===== config.mk =====
export PLATFORM = sky130hd
export DESIGN_NAME = pipe_ctrl
export DESIGN_NICKNAME = d
export VERILOG_FILES = /design/src/rtl/pipe_ctrl_pkg.sv /design/src/rtl/pipe_perf_cnt.sv /design/src/rtl/pipe_ctrl.sv
export SDC_FILE = /design/constraint.sdc
export NUM_CORES = 1
export LEC_CHECK = 0
export BUFFER_PORTS_ARGS = -buffer_cell sky130_fd_sc_hd__buf_2
export CORE_AREA = 2 2 155 157
export CTS_BUF_LIST = sky130_fd_sc_hd__clkbuf_4 sky130_fd_sc_hd__clkbuf_8
export DETAILED_ROUTE_END_ITERATION = 10
export DIE_AREA = 0 0 157 159
export PLACE_DENSITY = 0.71
export SLEW_MARGIN = 20
export SYNTH_ARGS = -nofsm -noshare
export SYNTH_HDL_FRONTEND = slang
export SYNTH_SLANG_ARGS = --single-unit

===== constraint.sdc =====
create_clock -name clk_i -period 4.66 [get_ports clk_i]
set_input_delay 0.233 -clock clk_i [delete_from_list [all_inputs] [get_ports clk_i]]
set_output_delay 0.233 -clock clk_i [all_outputs]
set_load 0.02 [all_outputs]

===== src/rtl/pipe_ctrl_pkg.sv =====
// pipe_ctrl_pkg: shared types and constants for the pipeline sequencer.
// Holds the FSM state encoding and the MRET/SRET cause codes that decode also uses.
// Optional feature macro: PIPE_CTRL_PERF_EN (left undefined here; define it on the
// command line to build the performance counters).
package pipe_ctrl_pkg;

    // Sequencer states
    typedef enum logic [1:0] {
        StRun     = 2'b00,
        StDrain   = 2'b01,
        StRefetch = 2'b10,
        StTrap    = 2'b11
    } state_e;

    localparam int unsigned CntW = 4;

    // Internal cause codes decode raises for xRET, above the architectural exception range
    localparam logic [63:0] CauseMret = 64'd32;
    localparam logic [63:0] CauseSret = 64'd33;

    // Redirect target of a trap or xRET
    function automatic logic [63:0] trap_target(input logic [63:0] cause,
                                                input logic [63:0] mtvec,
                                                input logic [63:0] mepc,
                                                input logic [63:0] sepc);
        logic [63:0] tgt;
        tgt = mtvec;
        if (cause == CauseMret) begin
            tgt = mepc;
        end else if (cause == CauseSret) begin
            tgt = sepc;
        end
        return tgt;
    endfunction

endpackage


===== src/rtl/pipe_perf_cnt.sv =====
// pipe_perf_cnt: stall, flush and trap event counters for the pipeline sequencer.
// Only compiled when PIPE_CTRL_PERF_EN is defined; counters wrap at 2^64.
`ifdef PIPE_CTRL_PERF_EN
module pipe_perf_cnt (
    input  logic        clk_i,
    input  logic        rst_ni,
    input  logic        stall_i,
    input  logic        flush_i,
    input  logic        trap_enter_i,
    output logic [63:0] stall_cnt_o,
    output logic [63:0] flush_cnt_o,
    output logic [63:0] trap_cnt_o
);

    logic [63:0] stall_cnt_d, stall_cnt_q;
    logic [63:0] flush_cnt_d, flush_cnt_q;
    logic [63:0] trap_cnt_d, trap_cnt_q;

    // Next counts: bump each counter on its event
    always_comb begin
        stall_cnt_d = stall_cnt_q + {63'd0, stall_i};
        flush_cnt_d = flush_cnt_q + {63'd0, flush_i};
        trap_cnt_d  = trap_cnt_q + {63'd0, trap_enter_i};
    end

    // Counter registers with synchronous active-low reset
    always_ff @(posedge clk_i) begin
        if (!rst_ni) begin
            stall_cnt_q <= '0;
            flush_cnt_q <= '0;
            trap_cnt_q  <= '0;
        end else begin
            stall_cnt_q <= stall_cnt_d;
            flush_cnt_q <= flush_cnt_d;
            trap_cnt_q  <= trap_cnt_d;
        end
    end

    assign stall_cnt_o = stall_cnt_q;
    assign flush_cnt_o = flush_cnt_q;
    assign trap_cnt_o  = trap_cnt_q;

endmodule
`endif


===== src/rtl/pipe_ctrl.sv =====
// pipe_ctrl: central pipeline sequencer for the five-stage rv64 core.
// Turns decode hazard/control-flow requests and EX/MEM busy signals into per-stage
// stall/flush and fetch redirect. Fence drain/refetch and trap/xRET redirect are
// sequenced by a small FSM. Optional macro PIPE_CTRL_PERF_EN adds perf counters.
module pipe_ctrl
    import pipe_ctrl_pkg::*;
#(
    parameter int unsigned FENCE_CYCLES = 3  // legal 1..15
) (
    input  logic        clk_i,
    input  logic        rst_ni,
    input  logic        load_use_i,
    input  logic        branch_flush_i,
    input  logic        fence_i,
    input  logic        exception_i,
    input  logic [63:0] cause_i,
    input  logic [63:0] pc_i,
    input  logic [63:0] mtvec_i,
    input  logic [63:0] mepc_i,
    input  logic [63:0] sepc_i,
    input  logic        ex_busy_i,
    input  logic        mem_busy_i,
    output logic        stall_if_o,
    output logic        stall_id_o,
    output logic        stall_ex_o,
    output logic        stall_mem_o,
    output logic        flush_id_o,
    output logic        flush_ex_o,
    output logic        redirect_o,
    output logic [63:0] redirect_pc_o,
`ifdef PIPE_CTRL_PERF_EN
    output logic [63:0] perf_stall_cnt_o,
    output logic [63:0] perf_flush_cnt_o,
    output logic [63:0] perf_trap_cnt_o,
`endif
    output logic        busy_o
);

    localparam logic [CntW-1:0] CntLoad = CntW'(FENCE_CYCLES - 1);

    state_e            state_d, state_q;
    logic [CntW-1:0]   cnt_d, cnt_q;
    logic [63:0]       tgt_d, tgt_q;     // latched trap/xRET target
    logic [63:0]       fpc_d, fpc_q;     // latched fence pc+4

    logic        stall_if, stall_id, stall_ex, stall_mem;
    logic        flush_id_raw, flush_ex_raw;
    logic        redirect;
    logic [63:0] redirect_pc;

    // Next-state, latches and raw stage controls
    always_comb begin
        state_d      = state_q;
        cnt_d        = cnt_q;
        tgt_d        = tgt_q;
        fpc_d        = fpc_q;
        stall_if     = 1'b0;
        stall_id     = 1'b0;
        stall_ex     = 1'b0;
        stall_mem    = 1'b0;
        flush_id_raw = 1'b0;
        flush_ex_raw = 1'b0;
        redirect     = 1'b0;
        redirect_pc  = '0;

        unique case (state_q)
            StRun: begin
                if (mem_busy_i) begin
                    stall_if  = 1'b1;
                    stall_id  = 1'b1;
                    stall_ex  = 1'b1;
                    stall_mem = 1'b1;
                end else if (ex_busy_i) begin
                    stall_if = 1'b1;
                    stall_id = 1'b1;
                    stall_ex = 1'b1;
                end else if (exception_i) begin
                    flush_id_raw = 1'b1;
                    flush_ex_raw = 1'b1;
                    tgt_d        = trap_target(cause_i, mtvec_i, mepc_i, sepc_i);
                    state_d      = StTrap;
                end else if (fence_i) begin
                    stall_if     = 1'b1;
                    stall_id     = 1'b1;
                    flush_ex_raw = 1'b1;
                    cnt_d        = CntLoad;
                    fpc_d        = pc_i + 64'd4;
                    state_d      = StDrain;
                end else if (load_use_i) begin
                    stall_if     = 1'b1;
                    stall_id     = 1'b1;
                    flush_ex_raw = 1'b1;
                end else if (branch_flush_i) begin
                    // ifetch already has the branch target, no redirect needed
                    flush_id_raw = 1'b1;
                end
            end
            StDrain: begin
                // Decode requests are ignored while older instructions drain
                stall_if     = 1'b1;
                stall_id     = 1'b1;
                flush_ex_raw = 1'b1;
                stall_mem    = mem_busy_i;
                if (!mem_busy_i) begin
                    if (cnt_q == '0) begin
                        state_d = StRefetch;
                    end else begin
                        cnt_d = cnt_q - 1'b1;
                    end
                end
            end
            StRefetch: begin
                redirect     = 1'b1;
                redirect_pc  = fpc_q;
                flush_id_raw = 1'b1;
                state_d      = StRun;
            end
            StTrap: begin
                redirect     = 1'b1;
                redirect_pc  = tgt_q;
                flush_id_raw = 1'b1;
                state_d      = StRun;
            end
        endcase
    end

    // State and latch registers with synchronous active-low reset
    always_ff @(posedge clk_i) begin
        if (!rst_ni) begin
            state_q <= StRun;
            cnt_q   <= '0;
            tgt_q   <= '0;
            fpc_q   <= '0;
        end else begin
            state_q <= state_d;
            cnt_q   <= cnt_d;
            tgt_q   <= tgt_d;
            fpc_q   <= fpc_d;
        end
    end

    // Output stage: stall beats flush on the same stage, everything low in reset
    always_comb begin
        stall_if_o    = rst_ni & stall_if;
        stall_id_o    = rst_ni & stall_id;
        stall_ex_o    = rst_ni & stall_ex;
        stall_mem_o   = rst_ni & stall_mem;
        flush_id_o    = rst_ni & flush_id_raw & ~stall_id;
        flush_ex_o    = rst_ni & flush_ex_raw & ~stall_ex;
        redirect_o    = rst_ni & redirect;
        redirect_pc_o = rst_ni ? redirect_pc : '0;
        busy_o        = rst_ni & (state_q != StRun);
    end

`ifdef PIPE_CTRL_PERF_EN
    logic        trap_enter;
    logic [63:0] perf_stall_cnt, perf_flush_cnt, perf_trap_cnt;

    assign trap_enter = (state_q == StRun) && (state_d == StTrap);

    pipe_perf_cnt u_perf (
        .clk_i        (clk_i),
        .rst_ni       (rst_ni),
        .stall_i      (stall_if_o),
        .flush_i      (flush_id_o),
        .trap_enter_i (trap_enter),
        .stall_cnt_o  (perf_stall_cnt),
        .flush_cnt_o  (perf_flush_cnt),
        .trap_cnt_o   (perf_trap_cnt)
    );

    // Perf outputs also read zero while reset is held
    always_comb begin
        perf_stall_cnt_o = rst_ni ? perf_stall_cnt : '0;
        perf_flush_cnt_o = rst_ni ? perf_flush_cnt : '0;
        perf_trap_cnt_o  = rst_ni ? perf_trap_cnt : '0;
    end
`endif

endmodule


Word level (Yosys, flattened, before mapping)
Index checks and enable logic that the tools add are counted.
- multiplexer cells: 41
- eq/ne operators: 13
- reductions and logical operators: 9
- bitwise logic cells: 14
- $add $sub $neg: 2
- operators with widths (operator ; count):
    2-to-1 mux 64 bit ; 3
    == test 64 x 6 -> 1 bit, second input constant ; 2
    one-hot mux 64 bit (2 select lines) ; 1
    adder 64 x 3 -> 64 bit, second input constant ; 1
    2-to-1 mux 4 bit ; 6
    2-to-1 mux 1 bit ; 19
    inequality test 2 bit, second input constant ; 7
    2-to-1 mux 2 bit ; 6
    AND reduction 5 bit ; 2
    AND 1 bit ; 9
    one-hot mux 1 bit (2 select lines) ; 4
    one-hot mux 4 bit (2 select lines) ; 1
    AND reduction 7 bit ; 1
    one-hot mux 2 bit (3 select lines) ; 1
    NOT 1 bit ; 5
    == test 2 bit, second input constant ; 2
    zero test 4 bit ; 1
    AND reduction 4 bit ; 1
    nonzero test 2 bit ; 2
    subtractor 4 x 1 -> 4 bit, second input constant ; 1
    inequality test 3 bit, second input constant ; 1
    == test 2 x 1 -> 1 bit, second input constant ; 1
    zero test 2 bit ; 1
    OR reduction 2 bit ; 1
- output and inout port bits: 72
- input port bits: 328
- logic and storage cells: 83
- register bits after elaboration: 134

Longest topological paths before layout
Gate-level depths: netlist of the first run.
- depth after elaboration: 9
- mapped depth: 8

Least setup slack after synthesis of the first run
OpenSTA, ideal clock, no wires.
- path kind: input-to-reg
- from: input port pc_i[23]
- to: register fpc_q[57]
- path buffers: 0
- arrival: 1.959 ns
- setup time: 0.074 ns
- setup slack: 2.627 ns
- stages: 5
- data required time: 4.586 ns
- cells stage by stage: and4_2 -> nand4_2 -> or4_4 -> or4_1 -> a31oi_1
- word-level cells in the longest chain between the ends: 1
- ends and longest elaborated chain (what ; line ; RTL):
    from (decl) ; pipe_ctrl.sv:17 ; input logic [63:0] pc_i,
    adder 64 x 3 -> 64 bit ; pipe_ctrl.sv:87 ; fpc_d = pc_i + 64'd4;
    to (signal assigned) ; pipe_ctrl.sv:138 ; fpc_q <= fpc_d;
    to (decl) ; pipe_ctrl.sv:44 ; logic [63:0] fpc_d, fpc_q;
Every way passes these cells.
A chain may end at the register's enable or synchronous reset.

Worst setup path after layout of the first run
- from: register state_q[0]
- to: register fpc_q[30]
- word-level cells in the longest chain between the ends: 2
- ends and longest elaborated chain (what ; line ; RTL):
    from (decl) ; pipe_ctrl.sv:41 ; state_e state_d, state_q;
    from (signal assigned) ; pipe_ctrl.sv:130 ; state_q <= StRun;
    from (signal assigned) ; pipe_ctrl.sv:135 ; state_q <= state_d;
    zero test 2 bit ; pipe_ctrl.sv:66 ; unique case (state_q)
    AND reduction 5 bit (no line) ; -- ;
Every way passes these cells.

==> impl_metrics.tcl, run 1 <==
set metrics [dict create \
    crit_required_ps 5050 \
    grt_pass1_wl_mm 44.5 \
    start_kind "flip-flop" \
    powerDensity_mw_per_mm2 255 \
    cts-root-buf "clkbuf_8" \
    comb_power_share 0.176 \
    synth.avg_cell_area_sq_um 8.29 \
    relSlewSlack 0.304 \
    ys_seq_area_frac 0.321 \
    io_pins 400 \
    dp_hpwl_mm 21.8 \
    area_growth_pct 31.8 \
    fin_cells 1694 \
    synth_edf_count 0 \
    grt.total_usage 0.227 \
    r2r_cells 5 \
    async_flop_share 0 \
    yosysWarnings 0 \
    power_switching_uw 816 \
    drc 0 \
    cp-end-kind "flip-flop" \
    antenna_found_initial 4 \
    clock.fmax_mhz 357 \
    max-clock-path-buffers 2 \
    rsz0062_at_grt "no" \
    synth.area.mux_share 0.241 \
    yosysTopAreaCell "dfxtp_1" \
    synth_top_family_by_area "multiplexers" \
    hp-class "input pin to flip-flop" \
    ys_types 53 \
    drtAntennaViolNets 0 \
    wirelength_mm 29.1 \
    cts_tree "built" \
    core-area_sq_mm 0.0232 \
    cts_htree_levels 4 \
    report.final.setup_viol 0 \
    fp.dieH_microns 159 \
    fin_crit_sh 0.601 \
    cts_sinks 134 \
    via_per_inst 5.15 \
    port_buffers 399 \
    synth_adder_area_share 0.00450 \
    num_vias 8726 \
    fin_skew_ps 10.7 \
    cp.arrival_ps 3180 \
    dr.pass1.iters 5 \
    synth-simple-area-share 0.215 \
    grt_start_max_net_pins 96 \
    drtIter0Drc 484 \
    synth.net_count 1338 \
    clkPwrFrac 0.386 \
    ys_ff_latch 134 \
    grt_overflow 0 \
    criticalPathCategory "flip-flop to flip-flop" \
    synth_top_area_frac 0.321 \
    max_cap_violations 0 \
    ys_top_cells_by_area "dfxtp_1, mux2i_1, mux2_2, o21ai_0, nor2_1" \
    die_area_sq_mm 0.0250 \
    cts_buffers 17 \
    hold_depth 2 \
    synth_compound_area_frac 0.127 \
    synth_area_sq_mm 0.00835 \
    rows 56 \
    internal_power_uw 2000 \
    clkSlewWorstSetupHoldPaths_ps 90 \
    worst_slew_pin_slew_ps 1040 \
    synthXorXnorAreaFrac 0.0441 \
    grt_pass1_vias 8590 \
    nets 1691 \
    clk_latency_ps 450 \
    ir_drop_uv 145 \
    dp.cells 1658 \
    cts_setup_buffers 0 \
    place_congestion 0.846 \
    slew_violations 0 \
    swShare 0.290 \
    dieWidth_microns 157 \
    leakage_uw 0.00440 \
    period_minus_slack_ps 2800 \
    synth_flop_cell "dfxtp_1" \
    status "completed" \
    synthCells 1007 \
    setup_tns_ps 0 \
    critPathMaxFanout 95 \
    seqPwrFrac 0.438 \
    drive_gt1_frac 0.387 \
    start_util 0.360 \
    wl_per_cell_microns 17.2 \
    hold_viol 0 \
]
final cells by class:
type,count,area (sq um)
inverter,17,63.8
antenna,2,5.00
clock inverter,14,185
fill,2313,12200
multi-input combinational,780,5310
sequential,134,2690
clock buffer,18,248
timing repair buffer,410,2110
tap,319,399
worst max-delay path, stage by stage, from the launching register on:
cell     delay [ps]
dfxtp_4         550
nor2_1          460
and4b_4        1020
buf_4           410
o21ai_0         110
a21oi_1         150
synth_stat cells, types with 24 or more instances:
cell type  instances
a211oi_1          24
nor3_1            32
nand2_1           89
a21oi_1           32
xnor2_1           36
mux2i_1          128
o21ai_0          114
mux2_2            65
nor2_1           100
clkbuf_1          54
dfxtp_1          134
nor4_1            31
routing by layer:
metal  wire length, microns  GRT usage
met4                    700     0.0788
met1                  12000      0.265
met2                  14500      0.411
met5                      0          0
met3                   1780     0.0452
worst paths after layout:
check	from	end	slack, ps
worst max-delay path	state_q[0]	fpc_q[30]	1860
worst min-delay path	pc_i[2]	fpc_q[2]	50
worst max register to register	state_q[0]	fpc_q[30]	1860
worst min register to register	tgt_q[37]	tgt_q[37]	460
power groups by stage:
| stage | Clock [uW] | Combinational (uW) | Sequential [uW] |
|---|---|---|---|
| 6_report | 1090 | 495 | 1230 |
| 5_1_grt | 1160 | 546 | 1240 |
| 4_1_cts | 1120 | 497 | 1230 |
| 3_5_place_dp | 0 | 494 | 1260 |
| 3_3_place_gp | 0 | 484 | 1260 |
| 2_1_floorplan | 0 | 281 | 1230 |
logic make-up after synthesis:
kind of cell             after synthesis
AO/OA/AOI/OAI                        190
XOR/XNOR                              42
adder cells (fa/ha/maj)                3
buffers and inverters                 93
flip-flops                           134
multiplexers                         193
AND/OR/NAND/NOR                      352
cell usage in the layout, fill, tap and decap left out, drive strengths merged, types with 17 or more instances in the layout:
cell type,instances
nand4,19
a211oi,24
xnor2,36
mux2i,128
buf,408
o21ai,114
a21oi,32
mux2,65
nand3,21
nor2,100
dfxtp,134
nor3,32
and4,17
clkbuf,18
nor4,33
inv,26
nand2,90
stage by stage:
stage | cell area (sq um) | setup slack, ps | power, uW | util | hold slack, ps
finish | 11000 | 1860 | 2810 | 0.475 | 47.5
global route | 11000 | 1560 | 2950 | 0.475 | 25.4
CTS | 11000 | 1860 | 2850 | 0.474 | 6.55
detailed placement | 10500 | 1620 | 1750 | 0.455 | 442
global placement | 10500 | 1690 | 1740 | 0.455 | 433
floorplan | 8350 | 2630 | 1510 | - | 329
flip-flops by register name, indices dropped and copies added, names as in the netlist:
signal	flops
state_q	2
cnt_q	4
tgt_q	64
fpc_q	64
what timing repair did:
action | in CTS | in global routing
endpoints found under the hold margin | 2 | 0
setup endpoints to repair | 0 | 0
resized for setup | 0 | 0
hold buffers | 2 | 0
(Power assumes the default switching activity.)
==> run 2, diff against run 1 <==
CORE_AREA = 2 2 156 158   (was 2 2 155 157)
DIE_AREA = 0 0 158 160   (was 0 0 157 159)
PLACE_DENSITY = 0.7   (was 0.71)
clock period = 2.75 ns   (was 4.66 ns; I/O delays follow)
==> run 2 against run 1 <==
Setup slack lost 1600 ps. Combinational power increased by 98%. Register-to-register slack worse by 1400 ps. Clock skew rose by 2.2 ps. Global-route usage increased by 1.2 points. Worst hold slack worse by 11 ps. Critical path depth increased by 2. Power is 72% higher. First-iteration DRC count is the same. Flip-flop and latch count unchanged. Die area rose by 1.3%. Clock-buffer cell count stayed put.
==> impl_metrics.tcl, run 2 (synthesis results as in run 1) <==
set metrics [dict create \
    status "completed" \
    drtAntennaViolNets 0 \
    drive_gt1_frac 0.367 \
    layout_commonest_cell "buf_2" \
    grt_pass1_wl_mm 47.3 \
    cts_tree "built" \
    grt_pass1_vias 9365 \
    clkSlewWorstSetupHoldPaths_ps 80 \
    leakage_uw 0.00483 \
    cpMaxStageDelayCell "or4_2" \
    num_vias 9283 \
    criticalPathCategory "input pin to flip-flop" \
    grt_start_max_net_pins 67 \
    clkPwrFrac 0.371 \
    slew_violations 0 \
    rsz0062_at_grt "no" \
    swShare 0.287 \
    cts_buffers 17 \
    wirelength_mm 31.2 \
    power_switching_uw 1390 \
    max_cap_violations 0 \
    ir_drop_uv 243 \
    antenna_found_initial 7 \
    max-clock-path-buffers 2 \
    clock.fmax_mhz 398 \
    die_area_sq_mm 0.0253 \
    fin_skew_ps 13.0 \
    cts-root-buf "clkbuf_8" \
    placed_cell_area_sq_mm 0.0107 \
    hold_viol 0 \
    holdWs_ps 36.1 \
    core-area_sq_mm 0.0238 \
    cp.buffers_inverters 2 \
    fin_crit_sh 0.913 \
    grt_use_met3 0.0456 \
    setup_tns_ps 0 \
    area_growth_pct 44.5 \
    final_area_sq_mm 0.0121 \
    grt.total_usage 0.239 \
    crit_family "simple AND/OR/NAND/NOR gates" \
    drc 0 \
    wl_per_cell_microns 17.3 \
    internal_power_uw 3460 \
    worst_slew_pin_slew_ps 750 \
    powerDensity_mw_per_mm2 402 \
    cp-end-kind "flip-flop" \
    dp_hpwl_mm 22.2 \
    dieWidth_microns 158 \
    seqPwrFrac 0.427 \
    start_util 0.351 \
    report.final.setup_viol 0 \
    busiest_layer "met2" \
    io_pins 400 \
    cts_sinks 134 \
    nFillCells 2259 \
    comb_power_share 0.202 \
    via_per_inst 5.13 \
    nets 1796 \
    relSlewSlack 0.498 \
    drtIter0Drc 484 \
    path_cells "dlygate4sd3_1 -> buf_2 -> nand4_1 -> or4_2 -> nor4_4 -> and4_1 -> nor3_1" \
    clk_latency_ps 450 \
    p_total_uw 4850 \
    use_met2 0.430 \
    fp.dieH_microns 160 \
    cp.arrival_ps 2850 \
    hp-class "input pin to flip-flop" \
    final_cell_mix "buf_2, dfxtp_1, mux2i_1" \
    cts_htree_levels 4 \
    grt_use_met1 0.273 \
    top_regs "fpc_q x64, tgt_q x64, cnt_q x4" \
    rows 57 \
    grt_overflow 0 \
    place_congestion 0.819 \
    crit_required_ps 3090 \
    critPathMaxFanout 12 \
    slowest_delay_ps 890 \
    period_minus_slack_ps 2510 \
    cts_setup_buffers 0 \
    dr.pass1.iters 4 \
    start_kind "input pin" \
    port_buffers 399 \
]
==> run 2: cell count changes in the layout (fill, tap and decap cells not counted), sizes merged <==
| cell | previous run | this run |
|---|---|---|
| diode | 2 | 6 |
| clkinv | 1 | 3 |
| clkinvlp | 1 | 3 |
| dlygate4sd3 | 2 | 96 |
| buf | 408 | 419 |
| inv | 26 | 22 |
==> run 2: worst paths after layout <==
kind | from | to | slack [ps] | cells after the start
worst min-delay path | mtvec_i[17] | tgt_q[17] | 40 | 3
worst max-delay path | pc_i[15] | fpc_q[63] | 240 | 7
worst max register to register | state_q[0] | fpc_q[25] | 480 | 5
worst min register to register | tgt_q[48] | tgt_q[48] | 460 | 2
==> run 2: what timing repair did <==
item / 4_1_cts / 5_1_grt
resized for setup: 0 / 0
hold endpoints to repair: 96 / 0
hold buffers: 96 / 0
==> run 2: power by group through the flow <==
stage               Sequential (uW)  Clock, uW  Combinational, uW
floorplan                      2090          0                477
global placement               2110          0                846
detailed placement             2110          0                861
CTS                            2070       1850                974
global route                   2080       1920               1070
finish                         2070       1800                981
==> run 2: area by class of cell <==
| cell class | instances | area, sq um | share of cell area |
|---|---|---|---|
| clock inverters | 14 | 173 | 0.0143 |
| flip-flops and latches | 134 | 2690 | 0.223 |
| diodes | 6 | 15.0 | 0.00124 |
| clock buffers | 18 | 248 | 0.0205 |
| multi-input cells | 780 | 5300 | 0.440 |
| repair buffers | 515 | 3170 | 0.263 |
| inverters | 17 | 63.8 | 0.00529 |
| well taps | 324 | 405 | 0.0336 |
==> run 2: metrics by stage <==
| stage | utilization | cells | setup slack [ps] |
|---|---|---|---|
| finish | 0.506 | 1808 | 240 |
| global route | 0.506 | 1807 | 62.1 |
| detailed placement | 0.448 | 1674 | 329 |
| CTS | 0.506 | 1802 | 210 |
| floorplan | - | 1007 | 812 |
| global placement | 0.448 | 1674 | 404 |
==> run 2: worst register-to-register path, cell delays in order (launching register included) <==
cell	delay, ps
dfxtp_4	430
nor2_1	440
and4b_4	550
buf_12	300
nor2_1	160
a211oi_1	300
==> run 2: routing by layer <==
| metal | vias to the layer above | part of all wire |
|---|---|---|
| li1 | 4562 | - |
| met1 | 4272 | 0.40 |
| met2 | 379 | 0.50 |
| met3 | 68 | 0.061 |
| met4 | 2 | 0.033 |
| met5 | - | 0.00042 |
